### config.mk
export PLATFORM = sky130hd
export DESIGN_NAME = piso_shift_tx8
export DESIGN_NICKNAME = d
export VERILOG_FILES = /design/src/rtl/piso_shift_tx8.sv
export SDC_FILE = /design/constraint.sdc
export NUM_CORES = 1
export LEC_CHECK = 0
export ABC_AREA = 1
export ABC_CLOCK_PERIOD_IN_PS = 2600
export CAP_MARGIN = 30
export CORE_AREA = 4 4 41 43
export DETAILED_ROUTE_END_ITERATION = 8
export DIE_AREA = 0 0 45 47
export PLACE_DENSITY = 0.74
export SYNTH_ARGS = -nofsm -noshare
export SYNTH_HDL_FRONTEND = slang
export SYNTH_SLANG_ARGS = --single-unit
### constraint.sdc
create_clock -name Clk -period 2.6 [get_ports Clk]
set_input_delay 0.39 -clock Clk [delete_from_list [all_inputs] [get_ports Clk]]
set_output_delay 0.39 -clock Clk [all_outputs]
set_load 0.005 [all_outputs]
### src/rtl/piso_shift_tx8.sv
// Parallel-in / serial-out transmitter: takes a word through a load/ready
// handshake and streams it one bit per clock, framed by out_valid with done on the last bit.
module piso_shift_tx8 #(
    parameter int WIDTH     = 8,
    parameter bit MSB_FIRST = 1'b1
) (
    input  logic             Clk,
    input  logic             reset,
    input  logic             load,
    input  logic [WIDTH-1:0] par_data,
    output logic             ready,
    output logic             out_data,
    output logic             out_valid,
    output logic             done
);

    localparam int CW = (WIDTH > 1) ? $clog2(WIDTH) : 1;
    localparam logic [CW-1:0] LAST = CW'(WIDTH - 1);

    typedef enum logic {
        IDLE,
        SHIFT
    } state_t;

    state_t           state, state_next;
    logic [WIDTH-1:0] shreg, shreg_next;
    logic [CW-1:0]    cnt, cnt_next;
    logic             data_next, valid_next, done_next;
    logic             last_bit, accept;

    // The shift register holds the bits still to send after the one on out_data.
    function automatic logic first_bit(input logic [WIDTH-1:0] w);
        return MSB_FIRST ? w[WIDTH-1] : w[0];
    endfunction

    function automatic logic [WIDTH-1:0] advance(input logic [WIDTH-1:0] w);
        return MSB_FIRST ? (w << 1) : (w >> 1);
    endfunction

    assign last_bit = (state == SHIFT) && (cnt == LAST);
    assign ready    = (state == IDLE) || last_bit;
    assign accept   = load && ready;

    always_ff @(posedge Clk or posedge reset) begin
        if (reset) begin
            state     <= IDLE;
            shreg     <= '0;
            cnt       <= '0;
            out_data  <= 1'b0;
            out_valid <= 1'b0;
            done      <= 1'b0;
        end else begin
            state     <= state_next;
            shreg     <= shreg_next;
            cnt       <= cnt_next;
            out_data  <= data_next;
            out_valid <= valid_next;
            done      <= done_next;
        end
    end

    // Accepting in the last-bit cycle chains the next word with no idle gap.
    always_comb begin
        state_next = state;
        shreg_next = shreg;
        cnt_next   = cnt;
        data_next  = out_data;
        valid_next = out_valid;
        done_next  = done;
        if (accept) begin
            state_next = SHIFT;
            shreg_next = advance(par_data);
            cnt_next   = '0;
            data_next  = first_bit(par_data);
            valid_next = 1'b1;
            done_next  = 1'b0;
        end else begin
            case (state)
                IDLE: begin
                    data_next  = 1'b0;
                    valid_next = 1'b0;
                    done_next  = 1'b0;
                end
                SHIFT: begin
                    if (last_bit) begin
                        state_next = IDLE;
                        cnt_next   = '0;
                        data_next  = 1'b0;
                        valid_next = 1'b0;
                        done_next  = 1'b0;
                    end else begin
                        cnt_next   = cnt + CW'(1);
                        shreg_next = advance(shreg);
                        data_next  = first_bit(shreg);
                        valid_next = 1'b1;
                        done_next  = ((cnt + CW'(1)) == LAST);
                    end
                end
                default: begin
                    state_next = IDLE;
                    data_next  = 1'b0;
                    valid_next = 1'b0;
                    done_next  = 1'b0;
                end
            endcase
        end
    end

endmodule

; After elaboration in Yosys (flattened, before gate mapping)
; Index checks and enable logic that the tools add are counted.
[word_totals]
ff_bits = 15
input_bits = 11
[op_classes]
n_addsub = 1
eq_ne = 3
muxes = 17
n_bitwise = 1
n_reduce_logical = 5
[op_table]
columns = op, count
row1 = two-way mux 8 bit, 3
row2 = two-way mux 3 bit, 3
row3 = two-way mux 1 bit, 8
row4 = "== test 3 bit, second input constant", 2
row5 = case mux 1 bit (2 select lines), 3
row6 = "adder 3 x 1 -> 3 bit, second input constant", 1
row7 = logical AND 1 bit, 2
row8 = "!= test 2 x 1 -> 1 bit, second input constant", 1
row9 = AND reduction 2 bit, 1
row10 = nonzero test 2 bit, 1
row11 = logical OR 1 bit, 1
row12 = inverter 1 bit, 1

; Depth between registers and ports, before layout
[logic_depth]
depth_word = 6
depth_mapped = 7
ltp_nobuf = 7

; Worst setup path after synthesis
; No wires, ideal clock.
[synth_path]
kind = reg-to-output
startpoint = reg cnt[0]
endpoint = out ready
arrival_time_ps = 1032
slack_ps = 1178
path_stages_with_launch = 6
path_cell_list = dfrtp_1 -> ha_1 -> ha_1 -> inv_1 -> nand2_2 -> buf_6
[synth_between]
elab_chain_cells = 3
[synth_lines]
columns = element, line
row1 = "start, declared", 27  ; logic [CW-1:0] cnt, cnt_next;
row2 = "start signal, assigned", 55  ; cnt <= cnt_next;
row3 = == test 3 bit, 40  ; assign last_bit = (state == SHIFT) && (cnt == LAST);
row4 = logical AND 1 bit, 40
row5 = logical OR 1 bit, 41  ; assign ready = (state == IDLE) || last_bit;
row6 = "end, declared", 11  ; output logic ready,
; No other way between the ends.

; Worst setup path in the final report
; Same ends and word-level chain as after synthesis.

==> results.md <==
* Layout cells sized above 1 at 0.0833
* Layout Cells excl Fill at 99
* Setup Slack @ Placement at 0.581 ns
* Syn_area_per_cell at 9.03 um2
* Diodes inserted at 0
* Core Box Area at 1300 um2
* Startpoint class of the critical path: flop
* Reg2reg setup slack at 1.12 ns
* Die ar. at 2120 um2
* Power per Cell Area at 963 nW/um2
* Actual slew at the worst max-slew pin at 0.473 ns
* Clock slew at reported path FFs at 0.08 ns
* CP required at 2.21 ns
* Fin. max-slew vios at 0
* DIE HEIGHT at 47 um
* Setup TNS at 0 ns
* GRT Overall Usage at 0.137
* CTS tree: yes
* 1st-iter DRT viols at 15
* CP Capture Type: output pin
* Seq/Total Area, Yosys at 0.522
* Share of the cycle needed by the critical path after routing at 0.895
* Number of global-route vias before repair at 464
* Final setup margin at 0.273 ns
* Pin count of the biggest net entering global routing at 22
* WL final at 1180 um
* Mapped Area at 623 um2
* Design Area, Final at 778 um2
* Longest Clk Path Bufs at 2
* Mapped Cells at 69
* Final Net Count at 99
* Post-DRT Antenna Nets at 0
* Status: complete, no violations
* Placed Area at 752 um2
* CP arrival at 1.94 ns
* Post-CTS setup buffers at 0
* Mapped Nets at 83
* Dpl hpwl at 867 um
* Hold Slack at 0.423 ns
* Wire length per cell at 11.9 um
* Slew margin rel. at 0.684
* Crit Path Category: reg2out
* Final core occ at 0.598
* Crit Path Max Fanout at 21
* Worst r2r src: cnt[0]
* Max-cap violations at 0
* Final Power at 0.750 mW
* RSZ-0062 raised after global routing: no
* First drt pass iteration count at 4
* R2r endpoint: shreg[3]
* Pleak at 0.382 nW
* #FFs+latches synth at 13
* Crit path launch: cnt[0]
* H-tree depth at 1
* DIE WIDTH at 45 um
* Peak supply drop at 551 uV
* Initial Util at 0.479
* Multi-input gate area at 245 um2
* Clock latency at the later pin of the worst-skew pair at 0.28 ns
* Inst Count DP at 95
* FF-to-FF path depth at 6
* Sink Count at 13
* Final Hold Viols at 0
* DRC viols at 0
* GP Congestion at 0.755
* Initial antenna violation count at 0
* Root buf cell: clkbuf_4
* Worst Clk Skew at 0.00211 ns
* Standard-cell rows at 13
* FF+latch area at 325 um2
* Synthesis-to-layout area growth at 24.9%
* Hold buffers post-CTS at 0
* Vias per cell at 5.32
* Final min period at 2.33 ns
* Post-CTS sizing at 0
* Aggregate global routing overflow at 0
* IO buf count at 14
* Synth cell types at 13
* First-pass GRT wire length at 2040 um
* Worst hold path type: in2async
* Vias at 527
* I/O pin total at 15
* Worst Setup EP: ready
* Fmax at 430 MHz
* Setup violators final at 0
* Fillcell total at 123
* Synth Warn # at 0
* Number of CTS-inserted buffers at 3
synthesized netlist by cell type:
| cell type | instances | area (um2) |
|---|---|---|
| buf_4 | 1 | 7.51 |
| buf_6 | 2 | 22.5 |
| dfrtp_1 | 13 | 325 |
| ha_1 | 3 | 37.5 |
| inv_1 | 5 | 18.8 |
| inv_2 | 1 | 3.75 |
| nand2_1 | 16 | 60.1 |
| nand2_2 | 1 | 6.26 |
| nand3_1 | 21 | 105 |
| nor2_1 | 2 | 7.51 |
| nor2_2 | 1 | 6.26 |
| nor3b_2 | 1 | 12.5 |
| o21ai_1 | 2 | 10.0 |
power breakdown:
| part | internal (mW) | switching, mW |
|---|---|---|
| combinational | 0.135 | 0.158 |
| sequential | 0.281 | 0.0476 |
| clock | 0.0596 | 0.0680 |
layer usage:
| layer | part of all wire | track usage |
|---|---|---|
| met2 | 0.47 | 0.206 |
| met5 | 0 | 0 |
| met4 | 0.020 | 0.0936 |
| met1 | 0.43 | 0.179 |
| met3 | 0.078 | 0.0230 |
registers in the layout, summed over array words and instances (netlist names):
| name | count |
|---|---|
| out_data | 1 |
| cnt | 3 |
| shreg | 7 |
| out_valid | 1 |
| done | 1 |
logic make-up (layout without fill, tap and decap cells):
kind of cell,Yosys count,after routing,share of synthesized area
AND/OR/NAND/NOR,42,42,0.317
flip-flops,13,13,0.522
buffers and inverters,9,24,0.0843
adder cells (fa/ha/maj),3,3,0.0602
AO/OA/AOI/OAI,2,2,0.0161
worst max-delay path, stage by stage (launching register included):
cell and delay [ns]:
dfrtp_1 0.42, ha_1 0.21, ha_1 0.20, inv_1 0.08, nand2_2 0.22, clkdlybuf4s50_1 0.53
cells in the final DEF (no fill, tap or decap), drive strengths merged:
cell,n
nor3b,1
nand2,17
nor2,3
ha,3
nand3,21
o21ai,2
clkbuf,4
inv,6
dfrtp,13
clkdlybuf4s50,14
worst min-delay path by stage:
stage	from	endpoint	slack (ns)	depth (start not counted)
6_report	reset	shreg[2]	0.42	2
5_1_grt	reset	shreg[2]	0.48	2
4_1_cts	reset	cnt[1]	0.45	2
3_5_place_dp	shreg[2]	shreg[3]	0.49	2
3_3_place_gp	shreg[7]	out_data	0.48	2
2_1_floorplan	reset	cnt[0]	0.27	1
area by class of cell:
class,count,share of cell area
clock buffer,4,0.0338
inverter,6,0.0289
multi-input combinational,47,0.315
sequential,13,0.418
tap,15,0.0241
timing repair buffer,14,0.180
Power figures use the tool's default switching activity.
